**src/rtl/mem_seq_pkg.sv**
```systemverilog
// Shared types and defaults for the memory request sequencer.
package mem_seq_pkg;

    localparam int ADDR_W_DEF = 10;
    localparam int DATA_W_DEF = 8;

    // Host command opcodes
    typedef enum logic [1:0] {
        OP_WR  = 2'b00,
        OP_RDA = 2'b01,
        OP_RDB = 2'b10,
        OP_RSV = 2'b11
    } op_e;

    // Sequencer FSM states
    typedef enum logic [2:0] {
        ST_IDLE    = 3'd0,
        ST_WRITE   = 3'd1,
        ST_RD_STB  = 3'd2,
        ST_RD_WAIT = 3'd3,
        ST_RESP    = 3'd4
    } state_e;

    // Command record at the default memory geometry
    typedef struct packed {
        op_e                   op;
        logic [ADDR_W_DEF-1:0] addr;
        logic [DATA_W_DEF-1:0] data;
    } cmd_t;

    function automatic logic is_read(input op_e op);
        return (op == OP_RDA) || (op == OP_RDB);
    endfunction

endpackage

```
**src/rtl/cmd_fifo.sv**
```systemverilog
// Synchronous show-ahead FIFO holding packed host commands.
module cmd_fifo #(
    parameter int WIDTH = 20,
    parameter int DEPTH = 4
) (
    input  logic             clk,
    input  logic             rst_n,
    input  logic             i_push,
    input  logic [WIDTH-1:0] i_wdata,
    input  logic             i_pop,
    output logic [WIDTH-1:0] o_rdata,
    output logic             o_full,
    output logic             o_empty
);

    localparam int PTR_W = (DEPTH > 1) ? $clog2(DEPTH) : 1;
    localparam logic [PTR_W:0] FULL_CNT = (PTR_W + 1)'(DEPTH);

    logic [WIDTH-1:0] r_mem [DEPTH];
    logic [PTR_W-1:0] r_wptr;
    logic [PTR_W-1:0] r_rptr;
    logic [PTR_W:0]   r_count;
    logic             r_full;
    logic [PTR_W:0]   w_count_nxt;
    logic             w_push;
    logic             w_pop;

    assign w_push  = i_push && !r_full;
    assign w_pop   = i_pop && (r_count != '0);
    assign o_rdata = r_mem[r_rptr];
    assign o_full  = r_full;
    assign o_empty = (r_count == '0);

    // Occupancy after this cycle's push/pop
    always_comb begin
        w_count_nxt = r_count;
        if (w_push && !w_pop) begin
            w_count_nxt = r_count + 1'b1;
        end else if (!w_push && w_pop) begin
            w_count_nxt = r_count - 1'b1;
        end
    end

    // Storage array; contents are don't-care until pointed at
    always_ff @(posedge clk) begin
        if (w_push) begin
            r_mem[r_wptr] <= i_wdata;
        end
    end

    // Pointers, occupancy and registered full flag
    always_ff @(posedge clk or negedge rst_n) begin
        if (!rst_n) begin
            r_wptr  <= '0;
            r_rptr  <= '0;
            r_count <= '0;
            r_full  <= 1'b0;
        end else begin
            if (w_push) begin
                r_wptr <= r_wptr + 1'b1;
            end
            if (w_pop) begin
                r_rptr <= r_rptr + 1'b1;
            end
            r_count <= w_count_nxt;
            r_full  <= (w_count_nxt == FULL_CNT);
        end
    end

endmodule

```
**src/rtl/mem_req_sequencer.sv**
```systemverilog
// Host command front-end for the 1024x8 memory: queues commands, drives the
// memory control bus one op at a time and returns read data tagged by port.
module mem_req_sequencer
    import mem_seq_pkg::*;
#(
    parameter int ADDR_W     = ADDR_W_DEF,
    parameter int DATA_W     = DATA_W_DEF,
    parameter int FIFO_DEPTH = 4,
    parameter int RD_LAT     = 1
) (
    input  logic              clk,
    input  logic              rst_n,
    input  logic              cmd_valid,
    output logic              cmd_ready,
    input  logic [1:0]        cmd_op,
    input  logic [ADDR_W-1:0] cmd_addr,
    input  logic [DATA_W-1:0] cmd_data,
    output logic [DATA_W-1:0] validdata,
    output logic [ADDR_W-1:0] iAddress,
    output logic              iWriteEnable,
    output logic              Readtoa,
    output logic              Readtob,
    input  logic [DATA_W-1:0] mem_rdata_a,
    input  logic [DATA_W-1:0] mem_rdata_b,
    output logic              rsp_valid,
    input  logic              rsp_ready,
    output logic [DATA_W-1:0] rsp_data,
    output logic              rsp_port,
    output logic              err_illegal
);

    localparam int CW    = 2 + ADDR_W + DATA_W;
    localparam int CNT_W = (RD_LAT > 1) ? $clog2(RD_LAT) : 1;
    localparam logic [CNT_W-1:0] LAT_LAST = CNT_W'(RD_LAT - 1);

    state_e            r_state;
    state_e            w_state_nxt;
    op_e               r_op;
    logic [CNT_W-1:0]  r_lat_cnt;
    logic [ADDR_W-1:0] r_addr;
    logic [DATA_W-1:0] r_wdata;
    logic [DATA_W-1:0] r_rsp_data;
    logic              r_rsp_port;
    logic              r_err;
    logic              r_rdy_en;

    logic              w_push;
    logic              w_pop;
    logic              w_fifo_full;
    logic              w_fifo_empty;
    logic [CW-1:0]     w_fifo_rdata;
    op_e               w_head_op;
    logic [ADDR_W-1:0] w_head_addr;
    logic [DATA_W-1:0] w_head_data;
    logic              w_we;
    logic              w_rda;
    logic              w_rdb;
    logic              w_rsp_valid;
    logic              w_lat_done;

    // r_rdy_en keeps cmd_ready low while in reset; both terms are registered
    assign cmd_ready = r_rdy_en && !w_fifo_full;
    assign w_push    = cmd_valid && cmd_ready;

    assign w_head_op   = op_e'(w_fifo_rdata[CW-1 -: 2]);
    assign w_head_addr = w_fifo_rdata[DATA_W +: ADDR_W];
    assign w_head_data = w_fifo_rdata[DATA_W-1:0];

    cmd_fifo #(
        .WIDTH (CW),
        .DEPTH (FIFO_DEPTH)
    ) u_cmd_fifo (
        .clk     (clk),
        .rst_n   (rst_n),
        .i_push  (w_push),
        .i_wdata ({cmd_op, cmd_addr, cmd_data}),
        .i_pop   (w_pop),
        .o_rdata (w_fifo_rdata),
        .o_full  (w_fifo_full),
        .o_empty (w_fifo_empty)
    );

    // FSM state register
    always_ff @(posedge clk or negedge rst_n) begin
        if (!rst_n) begin
            r_state <= ST_IDLE;
        end else begin
            r_state <= w_state_nxt;
        end
    end

    // Next state, FIFO pop and memory strobes
    always_comb begin
        w_state_nxt = r_state;
        w_pop       = 1'b0;
        w_we        = 1'b0;
        w_rda       = 1'b0;
        w_rdb       = 1'b0;
        w_rsp_valid = 1'b0;
        w_lat_done  = 1'b0;
        case (r_state)
            ST_IDLE: begin
                if (!w_fifo_empty) begin
                    w_pop = 1'b1;
                    if (w_head_op == OP_WR) begin
                        w_state_nxt = ST_WRITE;
                    end else if (is_read(w_head_op)) begin
                        w_state_nxt = ST_RD_STB;
                    end
                end
            end
            ST_WRITE: begin
                w_we        = 1'b1;
                w_state_nxt = ST_IDLE;
            end
            ST_RD_STB: begin
                w_rda       = (r_op == OP_RDA);
                w_rdb       = (r_op == OP_RDB);
                w_state_nxt = ST_RD_WAIT;
            end
            ST_RD_WAIT: begin
                if (r_lat_cnt == LAT_LAST) begin
                    w_lat_done  = 1'b1;
                    w_state_nxt = ST_RESP;
                end
            end
            ST_RESP: begin
                w_rsp_valid = 1'b1;
                if (rsp_ready) begin
                    w_state_nxt = ST_IDLE;
                end
            end
            default: w_state_nxt = ST_IDLE;
        endcase
    end

    // Bus, latency counter, response and error registers
    always_ff @(posedge clk or negedge rst_n) begin
        if (!rst_n) begin
            r_op       <= OP_WR;
            r_lat_cnt  <= '0;
            r_addr     <= '0;
            r_wdata    <= '0;
            r_rsp_data <= '0;
            r_rsp_port <= 1'b0;
            r_err      <= 1'b0;
            r_rdy_en   <= 1'b0;
        end else begin
            r_rdy_en <= 1'b1;
            if (w_pop) begin
                r_op    <= w_head_op;
                r_addr  <= w_head_addr;
                r_wdata <= w_head_data;
                if (w_head_op == OP_RSV) begin
                    r_err <= 1'b1;
                end
            end
            if (r_state == ST_RD_WAIT && !w_lat_done) begin
                r_lat_cnt <= r_lat_cnt + 1'b1;
            end else begin
                r_lat_cnt <= '0;
            end
            if (w_lat_done) begin
                r_rsp_data <= (r_op == OP_RDB) ? mem_rdata_b : mem_rdata_a;
                r_rsp_port <= (r_op == OP_RDB);
            end
        end
    end

    assign iAddress     = r_addr;
    assign validdata    = r_wdata;
    assign iWriteEnable = w_we;
    assign Readtoa      = w_rda;
    assign Readtob      = w_rdb;
    assign rsp_valid    = w_rsp_valid;
    assign rsp_data     = r_rsp_data;
    assign rsp_port     = r_rsp_port;
    assign err_illegal  = r_err;

endmodule
```
**config.mk**
```make
export PLATFORM = sky130hd
export DESIGN_NAME = mem_req_sequencer
export DESIGN_NICKNAME = d
export VERILOG_FILES = /design/src/rtl/mem_seq_pkg.sv /design/src/rtl/cmd_fifo.sv /design/src/rtl/mem_req_sequencer.sv
export SDC_FILE = /design/constraint.sdc
export NUM_CORES = 1
export LEC_CHECK = 0
export BUFFER_PORTS_ARGS = -buffer_cell sky130_fd_sc_hd__buf_2
export CAP_MARGIN = 0
export CORE_UTILIZATION = 56
export CTS_CLUSTER_DIAMETER = 30
export DETAILED_ROUTE_END_ITERATION = 6
export GPL_TIMING_DRIVEN = 0
export PLACE_DENSITY = 0.89
export SLEW_MARGIN = 15
export SYNTH_ARGS = -nofsm -noshare
export SYNTH_HDL_FRONTEND = slang
export SYNTH_SLANG_ARGS = --single-unit
export TNS_END_PERCENT = 20
```
**constraint.sdc**
```tcl
create_clock -name clk -period 2.7 [get_ports clk]
set_input_delay 0.54 -clock clk [delete_from_list [all_inputs] [get_ports clk]]
set_output_delay 0.54 -clock clk [all_outputs]
set_load 0.005 [all_outputs]
```
### Word level (Yosys, flattened, before mapping)

Memories as Yosys holds them, arrays and structs flattened.
Cells that the tools add are included.
W data, S select, Z words.

| word-level totals | value |
|---|---|
| output and inout port bits | 33 |
| register bits | 43 |
| memories | 1 |
| RAM bits | 80 |
| logic and storage cells | 71 |
| bits of input ports | 40 |

| operators by class | value |
|---|---|
| $add $sub $neg | 5 |
| reduce and logical (&&, ||, !) cells | 18 |
| equality and inequality tests | 14 |
| mux-type cells | 20 |

Memories:

| memory | depth | width | rd ports | clocked after memory_dff | write ports | RTL line | source |
|---|---|---|---|---|---|---|---|
| u_cmd_fifo.r_mem | 4 | 20 | 1 | 0 | 1 | cmd_fifo.sv:19 | `logic [WIDTH-1:0] r_mem [DEPTH];` |

Operators by type and width:

| kind | count |
|---|---|
| $mux W3 | 7 |
| $pmux W3 S4 | 1 |
| $mux W1 | 11 |
| $mux W8 | 1 |
| $logic_and A1 B1 Y1 | 7 |
| $eq A2 B2 Y1 const B | 3 |
| $eq A3 B2 Y1 const B | 2 |
| $eq A3 B3 Y1 const B | 2 |
| $logic_not A3 Y1 | 2 |
| $ne A2 B2 Y1 const B | 3 |
| $add A2 B1 Y2 const B | 2 |
| $eq A2 B1 Y1 const B | 2 |
| $logic_not A1 Y1 | 4 |
| $reduce_and A4 Y1 | 1 |
| $add A3 B1 Y3 const B | 1 |
| $eq A3 B1 Y1 const B | 1 |
| $ne A3 B3 Y1 const B | 1 |
| $reduce_bool A3 Y1 | 1 |
| $sub A3 B1 Y3 const B | 1 |
| $logic_not A2 Y1 | 1 |
| $reduce_and A2 Y1 | 1 |
| $add A1 B1 Y1 const B | 1 |
| $logic_or A1 B1 Y1 | 1 |

### Depth between registers and ports, before layout

| logic depth | value |
|---|---|
| depth in word-level cells | 9 |
| mapped depth | 8 |
| mapped depth without buffers | 7 |

### By module

Synthesis repeated with hierarchy kept, for this count alone.

| unflattened totals | value |
|---|---|
| cell total of the unflattened synthesis | 266 |
| area total of the unflattened synthesis | 4989.8 um2 |

Modules (own cells, without submodules):

| module | cells an instance | times used | area each (um2) | seq. area each (um2) |
|---|---|---|---|---|
| cmd_fifo | 160 | 1 | 3435.8 | 2602.5 |
| mem_req_sequencer | 106 | 1 | 1554.0 | 875.8 |

### Worst setup path after synthesis

OpenSTA, ideal clock, no wires.

| path | value |
|---|---|
| path kind | flip-flop to flip-flop |
| start | register u_cmd_fifo.r_count[0] |
| end | register u_cmd_fifo.r_full, in the netlist u_cmd_fifo.o_full |
| data arrival time | 1943 ps |
| buffers on the path | 1 |
| stages on the path, launching flop included | 9 |
| slack | 617 ps |
| data required time | 2560 ps |
| library setup time | 140 ps |
| clock period less this slack | 2083 ps |
| cells stage by stage | dfrtp_1 inv_1 ha_1 ha_1 or4_1 buf_2 and4_1 a31oi_1 a221oi_2 |

| on the way | value |
|---|---|
| word-level cells in the longest chain between the ends | 8 |
| elaborated cells on any way between the ends | 13 |
| those cells by class | add/sub: 2; eq/ne: 1; mux: 4; reduce/logical: 6 |

RTL lines:

| element | RTL line | source |
|---|---|---|
| start: declaration | cmd_fifo.sv:22 | `logic [PTR_W:0] r_count;` |
| start signal: assignment | cmd_fifo.sv:65 | `r_count <= w_count_nxt;` |
| $logic_not A3 Y1 | cmd_fifo.sv:32 | `assign o_empty = (r_count == '0);` |
| $mux W1 | mem_req_sequencer.sv:103 | `if (!w_fifo_empty) begin` |
| $mux W1 | mem_req_sequencer.sv:101 | `case (r_state)` |
| $logic_and A1 B1 Y1 | cmd_fifo.sv:29 | `assign w_pop = i_pop && (r_count != '0);` |
| $logic_and A1 B1 Y1 or $logic_not A1 Y1 (tied branches) | cmd_fifo.sv:39, cmd_fifo.sv:37 |  |
| $mux W3 or $logic_and A1 B1 Y1 (tied branches) | cmd_fifo.sv:39, cmd_fifo.sv:37 |  |
| $mux W3 * | cmd_fifo.sv:37 | `if (w_push && !w_pop) begin` |
| $eq A3 B3 Y1 * | cmd_fifo.sv:66 | `r_full <= (w_count_nxt == FULL_CNT);` |
| end signal: assignment | cmd_fifo.sv:66 |  |
| end: declaration | cmd_fifo.sv:23 | `logic r_full;` |

Mark *: on every way between the ends. The rest lies on a longest branch, timed or not.
A chain may end at the register's enable or synchronous reset.

### Worst setup path after layout

| path | value |
|---|---|
| start | register r_op[0] |
| end | output port Readtob |

| on the way | value |
|---|---|
| word-level cells in the longest chain between the ends | 2 |

RTL lines:

| element | RTL line | source |
|---|---|---|
| start: declaration | mem_req_sequencer.sv:38 | `op_e r_op;` |
| start signal: assignment | mem_req_sequencer.sv:151 | `r_op <= w_head_op;` |
| $eq A2 B2 Y1 | mem_req_sequencer.sv:118 | `w_rdb = (r_op == OP_RDB);` |
| $mux W1 | mem_req_sequencer.sv:101 |  |
| end: declaration | mem_req_sequencer.sv:22 | `output logic Readtob,` |

Every way passes these cells.

==> impl_metrics.csv <==
group,metric,value,unit
yosys,ys_ff_latch,123,
timing,hold_viol,0,
job,max_cap_violations,0,
worst_setup_path,worst-path-max-fanout,10,
cts,cts_tree,"yes",
timing,period_minus_slack,2470,ps
route,wl_per_cell,18.5,um
floorplanning,die_w,95.2,um
route,drt-initial-drc-count,197,
route,drt_pass1_iterations,7,
timing,rsz0062_at_grt,"no",
yosys,synth_top_family_by_area,"multiplexers",
timing,finalCritPeriodShare,91.4,%
global_routing,grt_pass1_wl,14600,um
global_routing,grt_start_max_net_pins,44,
yosys,yosys_warnings,0,
cts,root_buffer,"clkbuf_8",
run_status,status,"completed",
cts,path_clk_slew,60,ps
floorplanning,coreArea,8300,um2
finish,drive_above_1_share,33.1,%
place,placed_cells,484,
route,wirelength,9520,um
worst_setup_path,rrSetupSlack,300,ps
worst_setup_path,startpoint_type,"register",
pwr,leakage,0.00239,uW
finish,syn2layout_area_growth,21.4,%
yosys,syn_nets,354,
finish,utilization,71.2,%
timing,fmax,405,MHz
route,num_vias,2874,
worst_setup_path,cp-endpoint,"Readtob",
timing,worstMarginPinSlew,1100,ps
floorplanning,start_util,58.6,%
global_routing,grt_overflow,0,
place,dpl.hpwl,5530,um
finish,diodes,0,
yosys,syn_inst,307,
finish,stdcell_count,516,
place,io_buffers,72,
place,post-place-ws,62.1,ps
yosys,synth_xor_area_share,1.80,%
cts,cts_sinks,123,
cts,htreeDepth,4,
floorplanning,ios,73,
worst_setup_path,worst_setup_path_end_kind,"output pin",
pwr,p_per_area,1140,nW/um2
global_routing,grt_pass1_vias,2860,
cts,cts_buffers,17,
timing,fin_tns_setup,0,ps
timing,final_max_slew_viol_count,0,
floorplanning,placementRows,33,
finish,layout_common_cells,"edfxtp_1 (80), buf_2 (79), nand2_1 (64)",
pwr,ir_drop,0.000581,V
floorplanning,die-height,95.2,um
yosys,synth_area,4870,um2
worst_setup_path,crit_type,"reg2out",
timing,slew_headroom,26.8,%
cts,post-cts-setup-buffers,0,
global_routing,grtUsageTotal,23.1,%
yosys,ys_seq_area_share,71.5,%
place,place_congestion,0.758,
timing,setup_violations,0,
hold_path,min_path_type,"in2async",
cts,hold_buffers,0,
timing,whs,203,ps
worst_setup_path,critPathRequiredTime,2160,ps
worst_setup_path,r2r_end,"u_cmd_fifo.r_mem[0][8]$_DFFE_PP_",
timing,fin_skew,7.10,ps
cts,insertion_delay,510,ps
yosys,synthSimpleGateAreaFrac,8.66,%
floorplanning,die_area,9070,um2
worst_setup_path,cp-startpoint,"r_op[0]$_DFFE_PN0P_",
route,antenna_left,0,
finish,layout_commonest_cell,"edfxtp_1",
worst_setup_path,r2r_start,"u_cmd_fifo.o_full$_DFF_PN0_",
worst_setup_path,worst_ep_arrival_time,1930,ps
yosys,muxShareOfSynthArea,11.6,%
cts,clockBufferDepth,2,
global_routing,antenna_found_initial,0,
route,viasPerCell,5.57,
worst_setup_path,ff2ff_path_depth,4,
route,drc,0,
yosys,synth_cell_types,36,
finish,layout.nets,445,
cts,cts_resized,0,
yosys,synth_compound_area_share,2.65,%
yosys,synth_area_per_cell,15.9,um2
yosys,synthAdderAreaFrac,1.80,%
timing,fin_ws,233,ps
-- worst min-delay path by stage --
stage	start	endpoint	slack [ps]	depth (start not counted)
final	rst_n	rsp_data[0]$_DFFE_PN0P_	200	1
after global routing	cmd_addr[5]	u_cmd_fifo.r_mem[1][13]$_DFFE_PP_	230	1
after detailed placement	iAddress[7]$_DFFE_PN0P_	iAddress[7]$_DFFE_PN0P_	460	2
after floorplan	rst_n	err_illegal$_DFFE_PN0P_	240	0
after CTS	rst_n	r_state[1]$_DFFE_PN0P_	220	1
after global placement	iAddress[7]$_DFFE_PN0P_	iAddress[7]$_DFFE_PN0P_	450	2
-- power by group --
part	leakage [uW]	switching (uW)	total [uW]	internal (uW)
clock	0.000261	829	2080	1250
combinational	0.000899	1080	1970	886
sequential	0.00123	240	2690	2450
total	0.00239	2150	6730	4580
-- logic make-up (layout without fill, tap and decap cells) --
logic type / Yosys count / after routing
xor gates and xnor gates: 10 / 10
adders and majority gates: 7 / 7
buffers and inverters: 22 / 126
DFF: 123 / 123
muxes: 30 / 30
other: 2 / 2
AOI/OAI and AO/OA: 20 / 20
and+or+nand+nor: 93 / 93
-- worst max-delay path: stages, from the launching register on --
cell and delay [ps]:
dfrtp_1 400, nor2b_1 120, clkbuf_1 490, nor3b_1 260
buf_2 150
-- final cells by class --
cell class / instances / area [um2]
buffer: 15 / 65.1
clock buffer: 19 / 432
clock inverter: 13 / 119
fill: 517 / 2390
inverter: 7 / 26.3
multi-input combinational: 162 / 1300
sequential: 123 / 3480
tap: 105 / 131
timing repair buffer: 72 / 360
-- sequential cells by signal, indices dropped and copies added (netlist names), 2 cells and up --
| register | flops |
|---|---|
| iAddress | 10 |
| r_op | 2 |
| r_state | 3 |
| rsp_data | 8 |
| u_cmd_fifo.r_count | 3 |
| u_cmd_fifo.r_mem | 80 |
| u_cmd_fifo.r_rptr | 2 |
| u_cmd_fifo.r_wptr | 2 |
| validdata | 8 |
-- cells in the mapped netlist --
master / number / share of area [%]
edfxtp_1: 80 / 49
nand2_1: 64 / 4.9
dfrtp_1: 43 / 22
mux4_2: 21 / 9.7
xnor2_1: 10 / 1.8
a21oi_1: 9 / 0.93
nor2_1: 9 / 0.69
mux2i_1: 8 / 1.6
buf_2: 7 / 0.72
ha_1: 7 / 1.8
inv_1: 7 / 0.54
clkbuf_1: 5 / 0.39
and2_1: 4 / 0.51
nor2b_1: 4 / 0.51
buf_1: 3 / 0.23
nor3b_1: 3 / 0.46
o21ai_0: 3 / 0.31
conb_1: 2 / 0.15
a211o_1: 1 / 0.18
a211oi_1: 1 / 0.15
a21o_1: 1 / 0.15
a221oi_2: 1 / 0.31
a31o_2: 1 / 0.18
a31oi_1: 1 / 0.13
and3b_1: 1 / 0.18
and4_1: 1 / 0.18
mux2_2: 1 / 0.23
nand2b_1: 1 / 0.13
nand3_1: 1 / 0.10
nor2_4: 1 / 0.23
nor4_2: 1 / 0.26
nor4b_1: 1 / 0.18
o22ai_1: 1 / 0.13
o32ai_1: 1 / 0.18
or3_1: 1 / 0.13
or4_1: 1 / 0.15
-- routing by layer --
| layer | wire length (um) | vias up | global-route usage [%] |
|---|---|---|---|
| met3 | 735 | 24 | 7.89 |
| met1 | 3730 | 1418 | 27.9 |
| met4 | 281 | 0 | 10.9 |
| met2 | 4780 | 127 | 37.6 |
| li1 | - | 1305 | - |
| met5 | 0 | - | 0 |
-- metrics by stage --
stage	power, uW	cell area (um2)
after CTS	6790	5910
after detailed placement	4650	5360
final	6730	5910
after global placement	4530	5360
after global routing	7100	5910
after floorplan	4000	4870
Power figures use the tool's default switching activity.
